===== src/rtl/wb_ddr2_rr_arbiter.sv =====
// Round-robin Wishbone B3 arbiter sharing one DDR2 controller slave port among
// several masters, with a per-grant beat budget and a stall watchdog.
module wb_ddr2_rr_arbiter #(
  parameter int NUM_MASTERS = 3,
  parameter int MAX_BEATS   = 16,
  parameter int TIMEOUT     = 255
) (
  input  logic                       wb_clk,
  input  logic                       wb_rst_n,
  input  logic [NUM_MASTERS-1:0]     wbm_cyc_i,
  input  logic [NUM_MASTERS-1:0]     wbm_stb_i,
  input  logic [NUM_MASTERS-1:0]     wbm_we_i,
  input  logic [32*NUM_MASTERS-1:0]  wbm_adr_i,
  input  logic [32*NUM_MASTERS-1:0]  wbm_dat_i,
  input  logic [4*NUM_MASTERS-1:0]   wbm_sel_i,
  input  logic [3*NUM_MASTERS-1:0]   wbm_cti_i,
  input  logic [2*NUM_MASTERS-1:0]   wbm_bte_i,
  output logic [NUM_MASTERS-1:0]     wbm_ack_o,
  output logic [NUM_MASTERS-1:0]     wbm_err_o,
  output logic [NUM_MASTERS-1:0]     wbm_rty_o,
  output logic [31:0]                wbm_dat_o,
  output logic                       wbs_cyc_o,
  output logic                       wbs_stb_o,
  output logic                       wbs_we_o,
  output logic [31:0]                wbs_adr_o,
  output logic [31:0]                wbs_dat_o,
  output logic [3:0]                 wbs_sel_o,
  output logic [2:0]                 wbs_cti_o,
  output logic [1:0]                 wbs_bte_o,
  input  logic                       wbs_ack_i,
  input  logic [31:0]                wbs_dat_i,
  output logic [NUM_MASTERS-1:0]     grant_o,
  output logic                       wdt_event_o,
  output logic [1:0]                 state_dbg
);

  localparam int N  = NUM_MASTERS;
  localparam int IW = (N > 1) ? $clog2(N) : 1;
  localparam logic [7:0]   BEAT_MAX  = 8'(MAX_BEATS);
  localparam logic [7:0]   BEAT_LAST = 8'(MAX_BEATS - 1);
  localparam logic [9:0]   WDT_LAST  = 10'(TIMEOUT - 1);
  localparam logic [N-1:0] ONE_HOT0  = N'(1);

  typedef enum logic [1:0] {IDLE = 2'd0, GRANT = 2'd1, RELEASE = 2'd2} state_t;

  // Handshake: the owner's cyc/stb pass straight to the slave; a beat completes
  // in any cycle where the slave raises ack while the owner's stb is high.
  state_t         state;
  logic [N-1:0]   grant_q;
  logic [IW-1:0]  last;
  logic [7:0]     beat_cnt;
  logic [9:0]     wdt_cnt;

  logic           g_cyc, g_stb, g_we;
  logic [31:0]    g_adr, g_dat;
  logic [3:0]     g_sel;
  logic [2:0]     g_cti;
  logic [1:0]     g_bte;
  logic [IW-1:0]  winner;
  logic           found;
  int             cand;

  // last always holds the current owner while in GRANT
  always_comb begin
    g_cyc = 1'b0; g_stb = 1'b0; g_we = 1'b0;
    g_adr = '0; g_dat = '0; g_sel = '0; g_cti = '0; g_bte = '0;
    for (int i = 0; i < N; i++) begin
      if (last == IW'(i)) begin
        g_cyc = wbm_cyc_i[i];
        g_stb = wbm_stb_i[i];
        g_we  = wbm_we_i[i];
        g_adr = wbm_adr_i[32*i +: 32];
        g_dat = wbm_dat_i[32*i +: 32];
        g_sel = wbm_sel_i[4*i +: 4];
        g_cti = wbm_cti_i[3*i +: 3];
        g_bte = wbm_bte_i[2*i +: 2];
      end
    end
  end

  always_comb begin
    winner = last;
    found  = 1'b0;
    cand   = 0;
    for (int k = 1; k <= N; k++) begin
      cand = int'(last) + k;
      if (cand >= N) cand = cand - N;
      if (!found && wbm_cyc_i[cand]) begin
        winner = IW'(cand);
        found  = 1'b1;
      end
    end
  end

  logic wdt_fire, beat_hit, boundary, others_waiting, leave;

  assign wdt_fire       = (state == GRANT) && g_stb && !wbs_ack_i && (wdt_cnt == WDT_LAST);
  assign beat_hit       = (beat_cnt == BEAT_MAX) || (wbs_ack_i && beat_cnt == BEAT_LAST);
  assign boundary       = wbs_ack_i && (g_cti == 3'b000 || g_cti == 3'b111);
  assign others_waiting = |(wbm_cyc_i & ~grant_q);
  assign leave          = !g_cyc || (beat_hit && boundary && others_waiting) || wdt_fire;

  always_comb begin
    wbs_cyc_o = 1'b0; wbs_stb_o = 1'b0; wbs_we_o = 1'b0;
    wbs_adr_o = '0; wbs_dat_o = '0; wbs_sel_o = '0; wbs_cti_o = '0; wbs_bte_o = '0;
    wbm_ack_o = '0;
    wbm_err_o = '0;
    if (state == GRANT) begin
      wbs_cyc_o = g_cyc & ~wdt_fire;
      wbs_stb_o = g_stb & ~wdt_fire;
      wbs_we_o  = g_we;
      wbs_adr_o = g_adr;
      wbs_dat_o = g_dat;
      wbs_sel_o = g_sel;
      wbs_cti_o = g_cti;
      wbs_bte_o = g_bte;
      wbm_ack_o = grant_q & {N{wbs_ack_i}};
      wbm_err_o = grant_q & {N{wdt_fire}};
    end
  end

  assign wbm_rty_o   = '0;
  assign wbm_dat_o   = wbs_dat_i;
  assign grant_o     = grant_q;
  assign wdt_event_o = wdt_fire;
  assign state_dbg   = state;

  always_ff @(posedge wb_clk or negedge wb_rst_n) begin
    if (!wb_rst_n) begin
      state    <= IDLE;
      grant_q  <= '0;
      last     <= IW'(N - 1);
      beat_cnt <= '0;
      wdt_cnt  <= '0;
    end else begin
      case (state)
        IDLE: begin
          if (|wbm_cyc_i) begin
            state    <= GRANT;
            grant_q  <= ONE_HOT0 << winner;
            last     <= winner;
            beat_cnt <= '0;
            wdt_cnt  <= '0;
          end
        end
        GRANT: begin
          if (wbs_ack_i && beat_cnt != BEAT_MAX) beat_cnt <= beat_cnt + 8'd1;
          if (wbs_ack_i)  wdt_cnt <= '0;
          else if (g_stb) wdt_cnt <= wdt_cnt + 10'd1;
          if (leave) begin
            state   <= RELEASE;
            grant_q <= '0;
          end
        end
        RELEASE: state <= IDLE;
        default: state <= IDLE;
      endcase
    end
  end

endmodule


===== config.mk =====
export PLATFORM = sky130hd
export DESIGN_NAME = wb_ddr2_rr_arbiter
export DESIGN_NICKNAME = d
export VERILOG_FILES = /design/src/rtl/wb_ddr2_rr_arbiter.sv
export SDC_FILE = /design/constraint.sdc
export NUM_CORES = 1
export LEC_CHECK = 0
export CAP_MARGIN = 0
export CORE_AREA = 2 2 151 153
export CTS_BUF_LIST = sky130_fd_sc_hd__clkbuf_8
export CTS_CLUSTER_SIZE = 28
export DETAILED_ROUTE_END_ITERATION = 16
export DIE_AREA = 0 0 153 155
export HOLD_SLACK_MARGIN = 0.12
export MAX_ROUTING_LAYER = met4
export PLACE_DENSITY = 0.56
export SLEW_MARGIN = 20
export SYNTH_ARGS = -nofsm -noshare
export SYNTH_HDL_FRONTEND = slang
export SYNTH_SLANG_ARGS = --single-unit
export TNS_END_PERCENT = 20

===== constraint.sdc =====
create_clock -name wb_clk -period 5.1 [get_ports wb_clk]
set_input_delay 0.51 -clock wb_clk [delete_from_list [all_inputs] [get_ports wb_clk]]
set_output_delay 0.51 -clock wb_clk [all_outputs]
set_load 0.05 [all_outputs]

**Word-level counts from Yosys, hierarchy flattened**

Index checks and enable logic that the tools add are counted.

- Register bits: 25
- Latch bits: 0
- Memory bits (writable): 0
- Memory bits (read-only): 0
- Input port bits: 263
- Output and inout bits: 123
- Word-level logic and storage cells: 132
- Memories: 0

- Add/sub/neg operators: 8
- Multipliers: 0
- Div/mod/pow operators: 0
- $lt $le $gt $ge: 6
- Equal/unequal tests: 12
- Shift-type cells: 1
- Multiplexer cells: 64
- Bitwise logic cells: 7
- Reduce and logical (&&, ||, !) cells: 29

Operators with widths:

| cell | number |
|---|---|
| 32-bit two-way mux | 11 |
| 32-bit by 4-bit < comparator with 1-bit output (second input constant) | 3 |
| 10-bit two-way mux | 3 |
| 3-bit two-way mux | 8 |
| 1-bit two-way mux | 20 |
| 10-bit one-hot mux with 2 select lines | 1 |
| 2-bit two-way mux | 9 |
| 4-bit two-way mux | 4 |
| 8-bit two-way mux | 2 |
| 8-bit one-hot mux with 2 select lines | 1 |
| 3-bit by 2-bit subtractor with 4-bit output (second input constant) | 3 |
| 10-bit by 1-bit adder with 10-bit output (second input constant) | 1 |
| 10-bit by 8-bit equality test with 1-bit output (second input constant) | 1 |
| 1-bit logical AND | 10 |
| 3-bit AND | 3 |
| 3-bit by 2-bit >= comparator with 1-bit output (second input constant) | 3 |
| 3-bit AND reduction | 3 |
| 8-bit by 1-bit adder with 8-bit output (second input constant) | 1 |
| 8-bit by 4-bit equality test with 1-bit output (second input constant) | 1 |
| 8-bit by 5-bit equality test with 1-bit output (second input constant) | 1 |
| 8-bit by 5-bit inequality test with 1-bit output (second input constant) | 1 |
| 2-bit by 2-bit adder with 3-bit output (second input constant) | 2 |
| 1-bit binary-select mux with 2-bit select | 3 |
| 3-bit one-hot mux with 2 select lines | 1 |
| other kinds (19) | 31 |

**Depth between registers and ports, before layout**

- Depth in word-level cells: 16
- Gate-level depth with buffers: 9
- Mapped depth without buffers: 7

**Least setup slack after synthesis**

No wires, ideal clock.

- Kind: flip-flop to output port
- From: register last[1]
- To: output wbs_adr_o[10]
- Data arrival time: 2424 ps
- Required time: 4590 ps
- Slack: 2166 ps
- Stages on the path, launching flop included: 10
- Buffers on the path: 3
- Cell sequence: dfstp_2 -> inv_1 -> ha_1 -> buf_2 -> nor2b_1 -> clkbuf_1 -> clkbuf_1 -> a221o_1 -> o21ai_0 -> nor2_1

- Word-level cells in the longest chain between the ends: 5
- Elaborated cells on any way between the ends: 7

Ends and longest elaborated chain:

| what | line | text |
|---|---|---|
| start, declared | 50 | `logic [IW-1:0] last;` |
| start signal, assigned | 132 | `last <= IW'(N - 1);` |
| start signal, assigned | 141 | `last <= winner;` |
| 2-bit zero test | 68 | `if (last == IW'(i)) begin` |
| 32-bit two-way mux (2 in a row) | 68 |  |
| 32-bit two-way mux (*) | 68 |  |
| 32-bit two-way mux (*) | 108 | `if (state == GRANT) begin` |
| end, declared | 25 | `output logic [31:0] wbs_adr_o,` |

Every way passes the cells marked *; elsewhere a longest branch is shown, timed or not.

**Worst setup path in the final report**

- From: register last[0]
- To: output wbs_dat_o[7]

- Word-level cells in the longest chain between the ends: 5
- Elaborated cells on any way between the ends: 7

Ends and longest elaborated chain:

| what | line | text |
|---|---|---|
| 2-bit zero test | 68 |  |
| 32-bit two-way mux (2 in a row) | 68 |  |
| 32-bit two-way mux (*) | 68 |  |
| 32-bit two-way mux (*) | 108 |  |
| end, declared | 26 | `output logic [31:0] wbs_dat_o,` |

Marks and branches as above.

==> impl_results.md <==
- Hold Slack: 0.5504 ns
- Total Routing Usage GR: 18.48%
- Initial antenna violation count: 0
- Total Die Area: 23720 um2
- Outcome: finished clean
- Dominant cells by area after synthesis: a221o_1 (20%), dfrtp_1 (17%), o21ai_0 (12%)
- Synth Flop Type: dfrtp_1
- Clock latency on the worst-skew pair: 0.26 ns
- Routed Antenna Nets: 0
- CTS Sinks: 25
- Pwr Density: 602.5 nW/um2
- Vias per inst: 4.784
- Initial detailed-routing violation count: 319
- Final period util: 81.11%
- Post-route core utilization: 30.94%
- CP max FO: 32
- Mapped Area: 3632 um2
- Post-synth EDFFs: 0
- Relative slew slack: 37.15%
- Cell count of the worst reg-to-reg path: 8
- DIE HEIGHT: 155 um
- Post-route DRC: 0
- Root buf cell: clkbuf_8
- Io pins: 386
- Worst slew pin tran: 0.9427 ns
- DP HPWL: 18.25 mm
- Std-Cell Rows: 55
- Critical Path Sink: wbs_dat_o[7]
- Worst setup margin: 0.9633 ns
- Post-synth top cells: nor2_1 (84), o21ai_0 (84), a221o_1 (71)
- Post-CTS setup buffer count: 0
- Reg2reg start: last[0]
- H-tree levels: 1
- Synth Warn #: 0
- Fillcell total: 2406
- TritonCTS Buffers: 3
- Top cell type's share of synthesized area: 19.57%
- CP peak stage delay: 0.90 ns
- CTS tree: yes
- Max Slew Vio Count: 0
- Sequential cell area fraction in the yosys report: 17.26%
- Cell count along the critical path: 7
- Layout cells sized above 1: 4.418%
- Worst Path Buf+Inv: 4
- Final hold vios: 0
- # diodes: 0
- FF-to-FF End: grant_o[2]
- Horiz. Die Dim: 153 um
- Starting Density: 16.34%
- Top delay family on crit path: buffers and inverters
- Leakage: 2.511 nW
- Critical Path AT: 3.63 ns
- Number of global-route vias before repair: 4927
- Seq cells post-synth: 25
- Core ar.: 22230 um2
- R2R Setup Slk: 2.04 ns
- CP Launch Type: register
- Total number of vias: 4937
- Min Tclk post-route: 4.137 ns
- Max_cap viols: 0
- Placer Congestion: 0.8090
- Worst min-delay path category: register to register
- Drt first pass iters: 4
- Clock Skew: 0.007303 ns
- Max Fclk: 0.2417 GHz
- Hold_buf cts: 0
- First-pass GRT wire length: 32.57 mm
- Post-synth ARST share: 100.0%
- Critical path endpoint category: output pin
- Area growth from synthesis to layout: 89.32%
- Final setup viols: 0
- Syn Area/Cell: 7.323 um2
- Layout Nets: 1020
- Distinct cells, synth: 61
- Placement Setup Slack: 1.268 ns
- Setup TNS: 0 ns
- Largest net degree at the start of global routing: 73
- CP required: 4.59 ns
- Total grt overflow: 0
- Max VDD drop: 0.0003682 V
- Area leader, netlist: a221o_1
- Worst-path clk slew: 0.09 ns
- Worst Setup SP: last[0]
- CTS Buffer Depth: 2
- CP Cell Sequence: inv_1 -> ha_4 -> inv_2 -> buf_4 -> o21ai_0 -> nor2_1 -> clkdlybuf4s50_1
- PortBufs: 318
- RSZ-0062 raised after global routing: no
- CP max-delay cell: clkdlybuf4s50_1
- Post_cts resized: 0
- WL final: 23.03 mm
- Drt wl/cell: 22.31 um
- Kind of critical path: register to output pin
- Syn Inst Count: 496
[sequential cells by signal, summed over array words and instances, names as in the netlist]
register and flops:
last 2, wdt_cnt 10, grant_o 3, beat_cnt 8, state_dbg 2
[power breakdown]
part	internal, mW	leakage (nW)	switching, mW
clock	0.0538	0.0269	0.0614
combinational	1.28	2.15	2.44
sequential	0.235	0.338	0.0656
total	1.57	2.51	2.57
[kinds of logic (layout without fill, tap and decap cells)]
| logic type | after synthesis | after routing | synth area share, % |
|---|---|---|---|
| compound gates | 198 | 198 | 40.51 |
| simple gates | 159 | 159 | 22.53 |
| buf+inv | 92 | 341 | 13.47 |
| flops | 25 | 25 | 17.26 |
| xor+xnor | 10 | 10 | 2.411 |
| fa+ha+maj | 9 | 9 | 3.100 |
| mux | 2 | 2 | 0.6200 |
| other cells | 1 | 3 | 0.1032 |
[per-layer routing]
metal	track usage [%]	vias up	part of all wire [%]
met5	-	-	0
met4	1.146	0	0.17
met3	7.799	4	11
met2	27.93	254	44
met1	24.15	2338	45
li1	-	2341	-
[cell usage in the layout, fill, tap and decap left out, drive strengths merged, types with 9 or more instances in the layout]
cell           netlist  routed
inv                 11      12
a21oi                9       9
o21ai               85      85
nand2               13      13
a221o               71      71
ha                   9       9
dfrtp               24      24
clkdlybuf4s50        0     318
nor2                84      84
[per-stage QoR]
stage	total power, mW	instances	instance area, um2
after floorplan	2.750	498	3640
after global placement	4.062	1028	6832
after detailed placement	4.057	1028	6832
after CTS	4.198	1032	6877
after global routing	4.423	1032	6877
final	4.143	1032	6877
[tightest hold or removal path: stages (launching register included)]
cell     delay [ns]
dfrtp_1        0.40
nand2_1        0.06
o21ai_0        0.06
[layout make-up]
type | instances | area [um2] | area share (%)
Timing Repair Buffer | 326 | 3243 | 47.16
Multi-Input combinational cell | 381 | 2564 | 37.28
Sequential cell | 25 | 626.9 | 9.116
Tap cell | 285 | 356.6 | 5.186
Clock buffer | 3 | 41.29 | 0.6004
Inverter | 11 | 41.29 | 0.6004
Clock inverter | 1 | 3.754 | 0.05459
[how the worst min path moves through the flow]
stage / startpoint / to / slack, ns / cells past startpoint
after CTS: wdt_cnt[7] / wdt_cnt[7] / 0.55 / 1
after detailed placement: wdt_cnt[7] / wdt_cnt[7] / 0.53 / 1
after global placement: wdt_cnt[1] / wdt_cnt[1] / 0.52 / 2
after floorplan: wb_rst_n / beat_cnt[0] / 0.21 / 0
after global routing: wdt_cnt[0] / wdt_cnt[0] / 0.59 / 1
final: wdt_cnt[1] / wdt_cnt[1] / 0.55 / 2
No activity file was read; power rests on OpenSTA's default activity.
